===== src/rtl/act_pingpong_bank_if.sv =====
// Handshake/bus bundle for the double-buffered activation store.
// The producer fills rows and the junction side reads interleaved lanes.
interface act_pingpong_bank_if #(
  parameter int unsigned p  = 32,
  parameter int unsigned z  = 8,
  parameter int unsigned bw = 16
);
  localparam int unsigned log_pbyz = (p == z) ? 1 : $clog2(p / z);
  localparam int unsigned log_p    = $clog2(p);

  logic                  wr_en;
  logic [log_pbyz-1:0]   wr_addr;
  logic [bw*z-1:0]       wr_data;
  logic                  wr_done;
  logic                  wr_ready;
  logic                  rd_en;
  logic [log_p*z-1:0]    memory_index_package;
  logic                  rd_done;
  logic                  rd_ready;
  logic [bw*z-1:0]       rd_data;
  logic                  rd_valid;
  logic                  lane_err;
  logic                  wr_drop;

  modport master (
    output wr_en, wr_addr, wr_data, wr_done, rd_en, memory_index_package, rd_done,
    input  wr_ready, rd_ready, rd_data, rd_valid, lane_err, wr_drop
  );

  modport slave (
    input  wr_en, wr_addr, wr_data, wr_done, rd_en, memory_index_package, rd_done,
    output wr_ready, rd_ready, rd_data, rd_valid, lane_err, wr_drop
  );
endinterface


===== src/rtl/act_pingpong_bank.sv =====
// Ping-pong activation store: z single-read banks per buffer, two buffers.
// One buffer is filled row by row while the other serves interleaved lane reads.
module act_pingpong_bank #(
  parameter int unsigned p  = 32,
  parameter int unsigned z  = 8,
  parameter int unsigned bw = 16
) (
  input logic               clk,
  input logic               reset_n,
  act_pingpong_bank_if.slave bus
);
  localparam int unsigned log_pbyz = (p == z) ? 1 : $clog2(p / z);
  localparam int unsigned log_p    = $clog2(p);
  localparam int unsigned log_z    = $clog2(z);
  localparam int unsigned rows     = 1 << log_pbyz;

  logic [bw-1:0] mem [2][z][rows];

  logic                         wsel;
  logic                         rsel;
  logic [1:0]                   full_cnt;
  logic [bw*z-1:0]              rd_data_q;
  logic                         rd_valid_q;
  logic                         lane_err_q;
  logic                         wr_drop_q;

  logic                         wr_ready_c;
  logic                         rd_ready_c;
  logic                         wr_ok_c;
  logic                         rd_ok_c;
  logic                         wr_hand_c;
  logic                         rd_rel_c;
  logic [log_pbyz-1:0]          wr_row_c;
  logic [z-1:0][log_pbyz-1:0]   rd_row_c;
  logic [z-1:0][bw-1:0]         rd_word_c;
  logic [z-1:0]                 lane_bad_c;

  // Buffer status is a pure function of full_cnt; no input reaches these outputs.
  assign wr_ready_c = (full_cnt < 2'd2);
  assign rd_ready_c = (full_cnt != 2'd0);
  assign wr_ok_c    = bus.wr_en   && wr_ready_c;
  assign rd_ok_c    = bus.rd_en   && rd_ready_c;
  assign wr_hand_c  = bus.wr_done && wr_ready_c;
  assign rd_rel_c   = bus.rd_done && rd_ready_c;

  assign bus.wr_ready = wr_ready_c;
  assign bus.rd_ready = rd_ready_c;
  assign bus.rd_data  = rd_data_q;
  assign bus.rd_valid = rd_valid_q;
  assign bus.lane_err = lane_err_q;
  assign bus.wr_drop  = wr_drop_q;

  if (p == z) begin : g_wr_flat
    logic unused_wr_addr;
    assign unused_wr_addr = ^bus.wr_addr;
    assign wr_row_c       = '0;
  end else begin : g_wr_row
    assign wr_row_c = bus.wr_addr;
  end

  // Lane i always reads bank i; the index only picks the row and is checked for its bank.
  for (genvar i = 0; i < z; i++) begin : g_lane
    logic [log_p-1:0] idx;
    assign idx = bus.memory_index_package[log_p*i +: log_p];

    if (p == z) begin : g_row_flat
      assign rd_row_c[i] = '0;
    end else begin : g_row_sel
      assign rd_row_c[i] = idx[log_p-1 -: log_pbyz];
    end

    if (z > 1) begin : g_chk
      assign lane_bad_c[i] = (idx[log_z-1:0] != log_z'(i));
    end else begin : g_nochk
      assign lane_bad_c[i] = 1'b0;
    end

    assign rd_word_c[i] = mem[rsel][i][rd_row_c[i]];
  end

  // Bank storage carries no reset; stale data stays unreadable until a buffer is handed over.
  always_ff @(posedge clk) begin : p_mem
    if (wr_ok_c) begin
      for (int i = 0; i < int'(z); i++) begin
        mem[wsel][i][wr_row_c] <= bus.wr_data[bw*i +: bw];
      end
    end
  end

  always_ff @(posedge clk or negedge reset_n) begin : p_ctrl
    if (!reset_n) begin
      wsel       <= 1'b0;
      rsel       <= 1'b0;
      full_cnt   <= 2'd0;
      rd_data_q  <= '0;
      rd_valid_q <= 1'b0;
      lane_err_q <= 1'b0;
      wr_drop_q  <= 1'b0;
    end else begin
      if (wr_hand_c) wsel <= ~wsel;
      if (rd_rel_c)  rsel <= ~rsel;
      full_cnt   <= full_cnt + 2'(wr_hand_c) - 2'(rd_rel_c);
      rd_valid_q <= rd_ok_c;
      if (rd_ok_c) rd_data_q <= rd_word_c;
      if (bus.rd_en && (|lane_bad_c)) lane_err_q <= 1'b1;
      if (!wr_ready_c && (bus.wr_en || bus.wr_done)) wr_drop_q <= 1'b1;
    end
  end
endmodule


===== src/flat_wrapper.sv =====
// flat-port wrapper written by rule: the top's interface ports become plain ports
module act_pingpong_bank_flat 
#(
  parameter int unsigned p  = 32,
  parameter int unsigned z  = 8,
  parameter int unsigned bw = 16
)
  (clk, reset_n, bus_wr_en, bus_wr_addr, bus_wr_data, bus_wr_done, bus_rd_en, bus_memory_index_package, bus_rd_done, bus_wr_ready, bus_rd_ready, bus_rd_data, bus_rd_valid, bus_lane_err, bus_wr_drop);
  act_pingpong_bank_if #(.p(p), .z(z), .bw(bw)) bus_i ();
  input logic clk;
  input logic reset_n;
  input wire logic [$bits(bus_i.wr_en)-1:0] bus_wr_en;
  input wire logic [$bits(bus_i.wr_addr)-1:0] bus_wr_addr;
  input wire logic [$bits(bus_i.wr_data)-1:0] bus_wr_data;
  input wire logic [$bits(bus_i.wr_done)-1:0] bus_wr_done;
  input wire logic [$bits(bus_i.rd_en)-1:0] bus_rd_en;
  input wire logic [$bits(bus_i.memory_index_package)-1:0] bus_memory_index_package;
  input wire logic [$bits(bus_i.rd_done)-1:0] bus_rd_done;
  output wire logic [$bits(bus_i.wr_ready)-1:0] bus_wr_ready;
  output wire logic [$bits(bus_i.rd_ready)-1:0] bus_rd_ready;
  output wire logic [$bits(bus_i.rd_data)-1:0] bus_rd_data;
  output wire logic [$bits(bus_i.rd_valid)-1:0] bus_rd_valid;
  output wire logic [$bits(bus_i.lane_err)-1:0] bus_lane_err;
  output wire logic [$bits(bus_i.wr_drop)-1:0] bus_wr_drop;
  assign bus_i.wr_en = bus_wr_en;
  assign bus_i.wr_addr = bus_wr_addr;
  assign bus_i.wr_data = bus_wr_data;
  assign bus_i.wr_done = bus_wr_done;
  assign bus_i.rd_en = bus_rd_en;
  assign bus_i.memory_index_package = bus_memory_index_package;
  assign bus_i.rd_done = bus_rd_done;
  assign bus_wr_ready = bus_i.wr_ready;
  assign bus_rd_ready = bus_i.rd_ready;
  assign bus_rd_data = bus_i.rd_data;
  assign bus_rd_valid = bus_i.rd_valid;
  assign bus_lane_err = bus_i.lane_err;
  assign bus_wr_drop = bus_i.wr_drop;
  act_pingpong_bank #(.p(p), .z(z), .bw(bw)) u_core (.clk(clk), .reset_n(reset_n), .bus(bus_i));
endmodule

===== config.mk =====
export PLATFORM = sky130hd
export DESIGN_NAME = act_pingpong_bank_flat
export DESIGN_NICKNAME = d
export VERILOG_FILES = /design/src/rtl/act_pingpong_bank_if.sv /design/src/rtl/act_pingpong_bank.sv /design/src/flat_wrapper.sv
export SDC_FILE = /design/constraint.sdc
export NUM_CORES = 1
export LEC_CHECK = 0
export BUFFER_PORTS_ARGS = -buffer_cell sky130_fd_sc_hd__buf_2
export CORE_ASPECT_RATIO = 1.2
export CORE_MARGIN = 2
export CORE_UTILIZATION = 49
export DETAILED_ROUTE_END_ITERATION = 10
export HOLD_SLACK_MARGIN = 0.06
export PLACE_DENSITY = 0.66
export SKIP_CTS_REPAIR_TIMING = 1
export SLEW_MARGIN = 20
export SYNTH_ARGS = -nofsm -noshare
export SYNTH_HDL_FRONTEND = slang
export SYNTH_SLANG_ARGS = --single-unit
export TNS_END_PERCENT = 5

===== constraint.sdc =====
create_clock -name clk -period 15.7 [get_ports clk]
set_input_delay 2.355 -clock clk [delete_from_list [all_inputs] [get_ports clk]]
set_output_delay 2.355 -clock clk [all_outputs]
set_load 0.02 [all_outputs]

==> flow_summary.yaml <==
worst_setup_path:
  cp.arrival_ps: 5360
  crit_path_start_kind: "input port"
  crit_path_frequent_cell: "buf_4"
  crit_chain: "buf_2 > nand3_1 > nor2_4 > buf_4 > buf_4"
  critPathCaptureType: "flop"
  cp_slowest_cell: "buf_4"
  max_stage_delay_ps: 880
  cp.required_ps: 15990
  r2r_cells: 6
  worstSetupPathType: "input port to flop"
  worstPathMaxFanout: 56
sta:
  holdWs_ps: 460
  rsz0062_at_grt: "no"
  slew_headroom_pct: 23.1
  setup-violations-final: 0
  fmax_ghz: 0.197
  period_needed_ps: 5080
  tightest_slew_ps: 1150
  drv_slew: 0
  finalCritPeriodShare_pct: 32.3
  skew_ps: 23.6
  hold_viol_final: 0
yosys:
  synth_seq_cells: 1159
  ys.flop_type: "edfxtp_1"
  netlist_instances: 1936
  synth_fp_nets: 2114
  yosysSeqAreaShare_pct: 78.8
  yosysUniqueCellTypes: 30
  ys_async_sr_fraction_pct: 11.6
  synth_edf_count: 1024
  syn_avg_cell_area_um2: 22.4
  ys_warn_count: 0
  netlist_area_um2: 43300
layout:
  multi_input_area_um2: 8570
  syn_to_final_growth_pct: 14.8
  nets: 2452
  layout_common_cells: "1024 x edfxtp_1, 307 x buf_2, 232 x mux4_2"
  fin_cells: 3528
  regArea_um2: 34100
  final_common_cell: "edfxtp_1"
  drive_gt1_share_pct: 31.6
  fill_cells: 6424
route:
  drt_iter0_markers: 1483
  first_pass_iters: 6
  post_drt_via_cell_ratio: 5.65
  drc: 0
  wl_um: 89800
  ant_nets: 0
  vias: 19900
  avgRoutedWirePerCell_um: 25.4
clock_network:
  clockRootBuffer: "clkbuf_16"
  cts_sinks: 1159
  clk_latency_ps: 670
  h-tree-depth: 3
  cts_buffer_depth: 3
  clkTransAtPathRegs_ps: 60
  cts_tree: "built"
  cts_buffers: 109
hold_path:
  hold_path_depth: 1
  hp-class: "flop to flop"
pwr:
  ir_drop_mv: 0.191
  powerDensity_nw_per_um2: 162
  power_leakage_nw: 17.2
run_status:
  status: "finished clean"
global_routing:
  grt_max_degree: 170
  grtUsageTotal_pct: 20.0
  grt_pass1_vias: 21100
  antenna_found_initial: 33
  grt_pass1_wl_um: 133000
  grt_overflow_total: 0
placement:
  gp_congestion: 0.714
  dp_hpwl_um: 47900
  place_inst: 3312
  io_buffers: 308
floorplan:
  die_y_um: 330
  row_count: 119
  core_area_um2: 87700
  dieArea_um2: 90800
  start_util_pct: 49.4
  dieWidth_um: 275
  io_pins: 309
flow_run:
  drv_cap: 0
[critical path: cells and delay by family]
kind | cells | cell delay [ps]
buffers and inverters | 3 | 1850
and+or+nand+nor | 2 | 1050
[metal layers]
layer,global-route usage (%),up-vias,part of all wire [%]
met5,0,-,0.25
met4,6.26,38,2.2
met3,4.28,149,6.2
met2,33.2,582,50
met1,26.7,10500,41
li1,-,8656,-
[registers in the layout, indices dropped and copies added, names as in the netlist]
register / cells
u_core.mem: 1024
u_core.bus.rd_data: 128
u_core.full_cnt: 2
u_core.bus.lane_err: 1
u_core.bus.rd_valid: 1
u_core.bus.wr_drop: 1
u_core.rsel: 1
u_core.wsel: 1
[cell type report]
cell class / instances / area share [%]
antenna: 9 / 0.0453
clock buffer: 142 / 6.06
clock inverter: 65 / 1.57
inverter: 5 / 0.0377
multi-input combinational: 675 / 17.2
sequential: 1159 / 68.6
tap: 1149 / 2.89
timing repair buffer: 324 / 3.53
[synth_stat cells (all sizes together) (2+ instances only)]
| cell type | count | area, um^2 |
|---|---|---|
| inv | 5 | 18.8 |
| nor4bb | 3 | 30.0 |
| clkbuf | 20 | 81.3 |
| xnor2 | 3 | 26.3 |
| mux2i | 128 | 1280 |
| o21ai | 130 | 651 |
| nand2b | 3 | 18.8 |
| nand2 | 130 | 490 |
| nor4 | 3 | 18.8 |
| nand3 | 2 | 10.0 |
| mux4 | 256 | 5860 |
| nor2 | 7 | 26.3 |
| buf | 77 | 602 |
| edfxtp | 1024 | 30700 |
| nand4 | 2 | 12.5 |
| dfrtp | 135 | 3380 |
| ha | 2 | 25.0 |
[through the flow]
stage	power [mW]	setup TNS [ps]	setup slack (ps)	cell area [um^2]	util [%]
2_1_floorplan	4.99	-1120	-8.78	43300	-
3_3_place_gp	5.40	0	9860	45900	52.4
3_5_place_dp	5.43	0	9870	45900	52.4
4_1_cts	8.17	0	10560	49700	56.7
5_1_grt	8.41	0	10400	49700	56.7
6_report	8.07	0	10620	49700	56.7
[logic make-up after synthesis]
logic type	share of synthesized area, %
AO/OA/AOI/OAI	1.50
XOR/XNOR	0.0809
adder cells (fa/ha/maj)	0.0578
buffers and inverters	1.62
flip-flops	78.8
multiplexers	16.5
AND/OR/NAND/NOR	1.48
[final timing paths]
| kind | slack [ps] | start | end |
|---|---|---|---|
| worst max-delay path | 10620 | bus_wr_addr[1] | u_core.mem[0][449]$_DFFE_PP_ |
| worst min-delay path | 460 | u_core.bus.wr_drop$_DFFE_PN0P_ | u_core.bus.wr_drop$_DFFE_PN0P_ |
| worst max register to register | 11180 | u_core.rsel$_DFFE_PN0P_ | u_core.bus.rd_data[2]$_DFFE_PN0P_ |
| worst min register to register | 460 | u_core.bus.wr_drop$_DFFE_PN0P_ | u_core.bus.wr_drop$_DFFE_PN0P_ |
| max in group asynchronous | 12810 | reset_n | u_core.bus.rd_data[90]$_DFFE_PN0P_ |
| min in group asynchronous | 1720 | reset_n | u_core.bus.rd_data[36]$_DFFE_PN0P_ |
[where the power goes]
part	switching [mW]	total (mW)	internal [mW]
clock network	1.12	2.74	1.62
logic	0.860	1.47	0.611
registers	0.177	3.86	3.68
No activity file was read; power rests on OpenSTA's default activity.
